`src/rtl/j_i2s_pkg.sv`:
```
// Shared definitions for the JERRY I2S receive path.
package j_i2s_pkg;

    typedef enum logic [1:0] {
        StIdle  = 2'd0,
        StShift = 2'd1,
        StWait  = 2'd2
    } state_e;

    localparam int unsigned I2S_WIDTH = 16;

    localparam logic LEFT  = 1'b0;
    localparam logic RIGHT = 1'b1;

endpackage

```
`src/rtl/j_syncff.sv`:
```
// Multi-stage flop synchroniser for one asynchronous input, with synchronous active-low clear.
module j_syncff #(
    parameter int unsigned STAGES = 2
) (
    input  logic clk,
    input  logic rstn,
    input  logic d,
    output logic q
);

    logic [STAGES-1:0] stage_q;

    always_ff @(posedge clk) begin
        if (!rstn) begin
            stage_q <= '0;
        end else begin
            stage_q <= {stage_q[STAGES-2:0], d};
        end
    end

    assign q = stage_q[STAGES-1];

endmodule

```
`src/rtl/j_i2s_rx_shift.sv`:
```
// I2S receive deserialiser: synchronises sck/ws/sd into sys_clk and emits MSB-first words
// with one-cycle left/right load strobes or a frame-error strobe for short slots.
module j_i2s_rx_shift
    import j_i2s_pkg::*;
#(
    parameter int unsigned WIDTH       = I2S_WIDTH,
    parameter int unsigned SYNC_STAGES = 2
) (
    input  logic             sys_clk,
    input  logic             resetl,
    input  logic             enable,
    input  logic             sck,
    input  logic             ws,
    input  logic             sd,
    output logic [WIDTH-1:0] data,
    output logic             ld_left,
    output logic             ld_right,
    output logic             frame_err,
    output logic             chan
);

    localparam int unsigned CntW = (WIDTH > 1) ? $clog2(WIDTH) : 1;
    localparam logic [CntW-1:0] CntLast = CntW'(WIDTH - 1);

    logic sck_s, ws_s, sd_s;

    j_syncff #(.STAGES(SYNC_STAGES)) u_sync_sck (
        .clk  (sys_clk),
        .rstn (resetl),
        .d    (sck),
        .q    (sck_s)
    );

    j_syncff #(.STAGES(SYNC_STAGES)) u_sync_ws (
        .clk  (sys_clk),
        .rstn (resetl),
        .d    (ws),
        .q    (ws_s)
    );

    j_syncff #(.STAGES(SYNC_STAGES)) u_sync_sd (
        .clk  (sys_clk),
        .rstn (resetl),
        .d    (sd),
        .q    (sd_s)
    );

    state_e            state_q;
    logic [CntW-1:0]   cnt_q;
    logic [WIDTH-2:0]  shift_q;
    logic              ws_prev_q;
    logic              sck_prev_q;

    logic              bit_ev;
    logic              ws_chg;
    logic [WIDTH-1:0]  word;

    assign bit_ev = sck_s & ~sck_prev_q;
    assign ws_chg = ws_s ^ ws_prev_q;
    assign word   = {shift_q, sd_s};

    always_ff @(posedge sys_clk) begin
        if (!resetl) begin
            state_q    <= StIdle;
            cnt_q      <= '0;
            shift_q    <= '0;
            ws_prev_q  <= 1'b0;
            sck_prev_q <= 1'b0;
            data       <= '0;
            ld_left    <= 1'b0;
            ld_right   <= 1'b0;
            frame_err  <= 1'b0;
            chan       <= LEFT;
        end else begin
            sck_prev_q <= sck_s;
            ld_left    <= 1'b0;
            ld_right   <= 1'b0;
            frame_err  <= 1'b0;
            // ws history tracks every bit, even while disabled, so re-enable sees true edges
            if (bit_ev) begin
                ws_prev_q <= ws_s;
            end
            if (!enable) begin
                state_q <= StIdle;
                cnt_q   <= '0;
            end else if (bit_ev) begin
                unique case (state_q)
                    StIdle: begin
                        if (ws_chg) begin
                            state_q <= StShift;
                            chan    <= ws_s;
                            cnt_q   <= '0;
                        end
                    end
                    StShift: begin
                        if (cnt_q == CntLast) begin
                            data     <= word;
                            ld_left  <= (chan == LEFT);
                            ld_right <= (chan == RIGHT);
                            if (ws_chg) begin
                                chan  <= ws_s;
                                cnt_q <= '0;
                            end else begin
                                state_q <= StWait;
                            end
                        end else if (ws_chg) begin
                            frame_err <= 1'b1;
                            chan      <= ws_s;
                            cnt_q     <= '0;
                        end else begin
                            shift_q <= word[WIDTH-2:0];
                            cnt_q   <= cnt_q + 1'b1;
                        end
                    end
                    StWait: begin
                        if (ws_chg) begin
                            state_q <= StShift;
                            chan    <= ws_s;
                            cnt_q   <= '0;
                        end
                    end
                    default: state_q <= StIdle;
                endcase
            end
        end
    end

endmodule

```
`config.mk`:
```
export PLATFORM = sky130hd
export DESIGN_NAME = j_i2s_rx_shift
export DESIGN_NICKNAME = d
export VERILOG_FILES = /design/src/rtl/j_i2s_pkg.sv /design/src/rtl/j_syncff.sv /design/src/rtl/j_i2s_rx_shift.sv
export SDC_FILE = /design/constraint.sdc
export NUM_CORES = 1
export LEC_CHECK = 0
export CAP_MARGIN = 0
export CORE_MARGIN = 1.5
export CORE_UTILIZATION = 40
export DETAILED_ROUTE_END_ITERATION = 16
export GPL_TIMING_DRIVEN = 0
export MAX_ROUTING_LAYER = met4
export PLACE_DENSITY = 0.67
export SLEW_MARGIN = 10
export SYNTH_ARGS = -nofsm -noshare
export SYNTH_HDL_FRONTEND = slang
export SYNTH_HIERARCHICAL = 1
export SYNTH_SLANG_ARGS = --single-unit
```
`constraint.sdc`:
```
create_clock -name sys_clk -period 1.2 [get_ports sys_clk]
set_input_delay 0.24 -clock sys_clk [delete_from_list [all_inputs] [get_ports sys_clk]]
set_output_delay 0.24 -clock sys_clk [all_outputs]
set_load 0.05 [all_outputs]
```
==> run summary, run 1 <==
PortBufs -> 24
Final nets -> 225
Area Growth Syn to Fin -> 28.7%
register area share after synthesis -> 0.523
starting density of the core -> 0.422
Core ar. -> 4440 µm²
area of the multi-input gates -> 918 µm²
sequential power share -> 0.561
fin. max-slew vios -> 0
Comb pwr share -> 0.043
Slowest-stage cell, CP -> dfxtp_4
CP cell instances -> ha_4 -> and3_4 -> and3_4 -> mux2i_1
total power -> 2.94 mW
clock latency on the worst-skew pair -> 300 ps
H-tree level count -> 2
initial antenna violation count -> 0
area leader, netlist -> dfxtp_1
clk buf depth -> 2
Relative slew margins -> 0.832
DP Worst Slack -> -842 ps
Synthesized Nets -> 184
Main synth FF type -> dfxtp_1
Total Wirelength -> 3.78 mm
gr usage total -> 0.165
Vias -> 1425
Max VDD drop -> 647 µV
cts hold-fix bufs -> 0
arrival time worst endpoint -> 1530 ps
die span in y -> 71.5 µm
Startpoint Class -> flip-flop
sequential cell area -> 1000 µm²
WS Path Type -> reg2reg
number of diodes -> 0
Post-DRT Antenna Nets -> 0
global route overflow -> 0
die footprint -> 5110 µm²
drt first pass iters -> 6
most used cell, CP -> and3_4
delay-heaviest family, CP -> simple AND/OR/NAND/NOR gates
transition time of the tightest slew-check pin -> 252 ps
unrepaired setup endpoints after global routing -> true
Fin Clk Skew -> 9.38 ps
total net switching power -> 628 µW
Avg Inst Size Synth -> 10.6 µm²
TritonCTS clock tree -> yes
Fill cells -> 398
Worst Path Max Fanout -> 7
switching share of power -> 0.214
fmax -> 767 MHz
PD cells -> 1220 nW/µm²
pin count of the biggest net entering global routing -> 16
EDFF count, synth -> 0
vias in the first global route -> 1459
wire per inst -> 14.0 µm
DP HPWL -> 2.49 mm
Int Pwr -> 2.31 mW
Synth warnings -> 6
root buf cell -> clkbuf_8
Tcrit/Tclk final -> 1.09
Num CTS Buffers -> 5
Synth area leaders -> dfxtp_1, mux2i_1, nand2_1
first-pass GRT wire length -> 6.44 mm
Synth cell types -> 35
Worst-path clk slew -> 90 ps
Fin. Hold Viols -> 0
min-delay worst type -> in2reg
setup ws final -> -103 ps
# IOs -> 26
worst path bufs/invs -> 0
CTS Sinks -> 49
outcome -> finished with violations
mapped cell area -> 1880 µm²
failing checks -> setup timing
share of post-route cells with drive strength above 1 -> 0.320
Max Cap Violations -> 0
Crit path largest cell delay -> 370 ps
hold_ws -> 322 ps
synthesis-stage register bit count -> 49
Starting DRT DRC Count -> 90
Critical Path RT -> 1430 ps
Worst Setup End Kind -> flip-flop
Setup Viol. Count Final -> 33
Die X -> 71.5 µm
Mapped Cells -> 177
top cell type's share of synthesized area -> 0.523
via/cell ratio -> 5.26
# DRC -> 0
Clock power frac -> 0.396
row count -> 24
routability cong. -> 0.832
Min Clock Period, post-route -> 1300 ps
Leak -> 1.13 nW
asr flop ratio synth -> 0
[sequential cells by signal (all words and copies together), names as in the netlist]
| name | cells |
|---|---|
| u_sync_ws/stage_q | 2 |
| ld_left | 1 |
| ld_right | 1 |
| ws_prev_q | 1 |
| chan | 1 |
| data | 16 |
| u_sync_sck/stage_q | 2 |
| cnt_q | 4 |
| sck_prev_q | 1 |
| shift_q | 15 |
| state_q | 2 |
| frame_err | 1 |
| u_sync_sd/stage_q | 2 |
[power groups by stage]
stage               sequential [mW]  combinational, mW  clock [mW]
finish                         1.65              0.128        1.16
floorplan                      1.70             0.0618           0
detailed placement             1.69              0.119           0
global placement               1.69              0.116           0
CTS                            1.65              0.125        1.19
global route                   1.65              0.139        1.24
[timing repair]
action	4_1_cts	5_1_grt
buffers inserted	8	2
gates resized for setup	124	12
endpoints found under the setup margin	63	41
gates cloned	1	0
pin swaps	5	3
[cell families after synthesis]
| group | Yosys count | share of synthesized area |
|---|---|---|
| and+or+nand+nor | 62 | 0.173 |
| DFF | 49 | 0.523 |
| muxes | 32 | 0.171 |
| AOI/OAI and AO/OA | 20 | 0.0820 |
| buffers and inverters | 11 | 0.0313 |
| xor gates and xnor gates | 2 | 0.0133 |
| adders and majority gates | 1 | 0.00667 |
[metrics by stage]
step / cells / cell area, µm² / TNS, ps / util
2_1_floorplan: 177 / 1930 / -585 / -
3_3_place_gp: 253 / 2230 / -27910 / 0.503
3_5_place_dp: 253 / 2230 / -30000 / 0.503
4_1_cts: 269 / 2380 / -2580 / 0.536
5_1_grt: 271 / 2420 / -3960 / 0.544
6_report: 271 / 2420 / -2450 / 0.544
[cells in the final DEF (no fill, tap or decap), types with 3 or more instances in the layout]
cell type | netlist | final
clkbuf_2 | 0 | 5
clkdlybuf4s50_1 | 0 | 3
buf_6 | 1 | 8
and2_1 | 8 | 8
dfxtp_1 | 49 | 40
clkbuf_8 | 0 | 5
mux2i_1 | 32 | 32
nand2_1 | 36 | 35
nor2b_1 | 3 | 3
buf_2 | 2 | 20
buf_4 | 2 | 7
dfxtp_4 | 0 | 5
a211oi_1 | 4 | 4
dfxtp_2 | 0 | 4
[layer usage]
layer,up-vias,GRT usage,wire (µm)
met3,9,0.0352,141
met5,-,-,0
met1,680,0.191,1730
met2,35,0.268,1840
li1,701,-,-
met4,0,0.0860,70
[cells in the mapped netlist, types with 2 or more instances]
library cell and count:
nand2_1 36, nor2b_1 3, a21oi_1 2, buf_4 2, mux2i_1 32, nand3_1 4, clkbuf_1 5, and2_1 8
and3_1 3, and4_1 2, o21ai_0 2, a211oi_1 4, a31oi_1 2, buf_2 2, a41o_1 2, dfxtp_1 49
[cell type report]
cell class / instances / share of cell area
plain buffers: 9 / 0.0290
clock buffers: 6 / 0.0300
clock inverters: 2 / 0.0161
inverters: 1 / 0.00155
multi-input cells: 117 / 0.380
flip-flops and latches: 49 / 0.416
well taps: 52 / 0.0269
repair buffers: 35 / 0.100
[final timing paths]
path	startpoint	end	slack [ps]	cells after the start
max	cnt_q[1]$_SDFFE_PP0P_	data[2]$_SDFFE_PN0P_	-100	4
min reg2reg	u_sync_sck/stage_q[0]$_SDFF_PN0_	u_sync_sck/stage_q[1]$_SDFF_PN0_	440	1
min	resetl	u_sync_ws/stage_q[1]$_SDFF_PN0_	320	2
max reg2reg	cnt_q[1]$_SDFFE_PP0P_	data[2]$_SDFFE_PN0P_	-100	4
(Power assumes the default switching activity.)
==> run 2, diff against run 1 <==
--- a/config.mk
+++ b/config.mk
@@ -5,13 +5,13 @@
 export SDC_FILE = /design/constraint.sdc
 export NUM_CORES = 1
 export LEC_CHECK = 0
-export CAP_MARGIN = 0
 export CORE_MARGIN = 1.5
 export CORE_UTILIZATION = 40
 export DETAILED_ROUTE_END_ITERATION = 16
 export GPL_TIMING_DRIVEN = 0
 export MAX_ROUTING_LAYER = met4
 export PLACE_DENSITY = 0.67
+export SKIP_LAST_GASP = 1
 export SLEW_MARGIN = 10
 export SYNTH_ARGS = -nofsm -noshare
 export SYNTH_HDL_FRONTEND = slang
==> constraint.sdc (replaced) <==
create_clock -name sys_clk -period 1.2 [get_ports sys_clk]
set_input_delay 0.12 -clock sys_clk [delete_from_list [all_inputs] [get_ports sys_clk]]
set_output_delay 0.12 -clock sys_clk [all_outputs]
set_load 0.05 [all_outputs]
==> run 2 against run 1 <==
The flow still finishes with violations (setup timing). Final cell count unchanged. Total power about the same. Sequential cell count unchanged. Critical path type unchanged. Largest power group unchanged.
==> run summary, run 2 (synthesis gave the netlist of run 1 again) <==
Max VDD drop -> 655 µV
hold_ws -> 243 ps
WS Path Type -> reg2reg
Fill cells -> 385
Int Pwr -> 2.31 mW
cts hold-fix bufs -> 0
# DRC -> 0
pin count of the biggest net entering global routing -> 16
failing checks -> setup timing
Relative slew margins -> 0.768
Post-DRT Antenna Nets -> 0
total net switching power -> 631 µW
sequential cell area -> 1000 µm²
Starting DRT DRC Count -> 84
Worst Setup End Kind -> flip-flop
Final nets -> 225
Fin. Hold Viols -> 0
routability cong. -> 0.832
DP HPWL -> 2.49 mm
Startpoint Class -> flip-flop
PD cells -> 1160 nW/µm²
area of the multi-input gates -> 916 µm²
global route overflow -> 0
Worst Path Max Fanout -> 8
biggest registers after layout -> data (16), shift_q (15), cnt_q (4)
fmax -> 771 MHz
total power -> 2.94 mW
Num CTS Buffers -> 5
die span in y -> 71.5 µm
Tcrit/Tclk final -> 1.08
met3 WL post-DR -> 137 µm
met2 wire len -> 1.87 mm
register bank with the most flops -> data
starting density of the core -> 0.422
final setup TNS -> -2360 ps
Total Wirelength -> 3.77 mm
clock latency on the worst-skew pair -> 300 ps
H-tree level count -> 2
Critical Path RT -> 1390 ps
root buf cell -> clkbuf_8
Leak -> 1.09 nW
final core utilization -> 0.569
die footprint -> 5110 µm²
Core ar. -> 4440 µm²
fin. max-slew vios -> 0
drt first pass iters -> 6
PortBufs -> 24
Fin Clk Skew -> 5.73 ps
outcome -> finished with violations
switching share of power -> 0.215
share of post-route cells with drive strength above 1 -> 0.297
CTS Sinks -> 49
met1 WL -> 1.70 mm
Area Growth Syn to Fin -> 34.8%
most common cell after layout, fill and taps aside -> dfxtp_1
min-delay worst type -> in2reg
most frequent cells in the layout -> dfxtp_1, nand2_1, mux2i_1, clkdlybuf4s15_2
Comb pwr share -> 0.043
Max Used Layer -> met4
max reg flops -> 16
wire per inst -> 13.9 µm
# IOs -> 26
number of diodes -> 0
Die X -> 71.5 µm
crit path launch -> sck_prev_q$_SDFF_PN0_
TritonCTS clock tree -> yes
Worst-path clk slew -> 90 ps
gr usage total -> 0.166
first-pass GRT wire length -> 6.50 mm
Clock power frac -> 0.397
clk buf depth -> 2
vias in the first global route -> 1465
Min Clock Period, post-route -> 1300 ps
Max Cap Violations -> 0
Setup Viol. Count Final -> 34
via/cell ratio -> 5.28
transition time of the tightest slew-check pin -> 349 ps
worst r2r src -> sck_prev_q$_SDFF_PN0_
min-delay src -> enable
row count -> 24
initial antenna violation count -> 0
unrepaired setup endpoints after global routing -> true
sequential power share -> 0.560
Vias -> 1430
setup ws final -> -97.3 ps
arrival time worst endpoint -> 1490 ps
[run 2: changes by cell type in the layout (fill, tap and decap cells not counted), sizes merged]
cell,change
buf,-19
clkdlybuf4s15,+19
clkbuf,-1
dlygate4sd2,+1
[run 2: power by group through the flow]
| stage | Sequential, mW | Combinational (mW) | Clock, mW |
|---|---|---|---|
| 6_report | 1.65 | 0.125 | 1.17 |
| 5_1_grt | 1.65 | 0.137 | 1.24 |
| 4_1_cts | 1.65 | 0.125 | 1.19 |
| 3_5_place_dp | 1.69 | 0.119 | 0 |
| 3_3_place_gp | 1.69 | 0.116 | 0 |
| 2_1_floorplan | 1.70 | 0.0618 | 0 |
[run 2: what timing repair did]
| item | 4_1_cts | 5_1_grt |
|---|---|---|
| pin swaps | 5 | 3 |
| buffers inserted | 8 | 2 |
| endpoints found under the hold margin | 0 | 0 |
| endpoints found under the setup margin | 63 | 39 |
| gates resized for setup | 82 | 9 |
| cloned | 1 | 0 |
[run 2: worst paths after layout]
check	depth (start not counted)	slack (ps)	end
setup / recovery	5	-100	data[11]$_SDFFE_PN0P_
hold / removal	3	240	data[3]$_SDFFE_PN0P_
hold reg to reg	1	440	u_sync_sd/stage_q[1]$_SDFF_PN0_
setup reg to reg	5	-100	data[11]$_SDFFE_PN0P_
[run 2: area by class of cell]
cell class | count | area share
buffer | 9 | 0.0277
sequential | 49 | 0.396
multi-input combinational | 117 | 0.362
clock buffer | 6 | 0.0287
clock inverter | 2 | 0.0153
inverter | 1 | 0.00148
timing repair buffer | 35 | 0.143
tap | 52 | 0.0257
[run 2: metal layers]
metal,up-vias,track usage
li1,702,-
met1,678,0.197
met2,40,0.269
met3,10,0.0309
met4,0,0.0860
met5,-,-
[run 2: worst max-delay path, stage by stage, from the launching register on]
cell	delay, ps
dfxtp_1	320
and4bb_1	280
buf_6	150
nand3_2	140
buf_6	180
mux2i_1	120
[run 2: per-stage QoR]
stage / instance area, µm² / std cells / worst slack, ps
finish: 2530 / 271 / -97.3
global route: 2530 / 271 / -154
CTS: 2500 / 269 / -104
detailed placement: 2230 / 253 / -722
global placement: 2230 / 253 / -675
floorplan: 1930 / 177 / -41.2
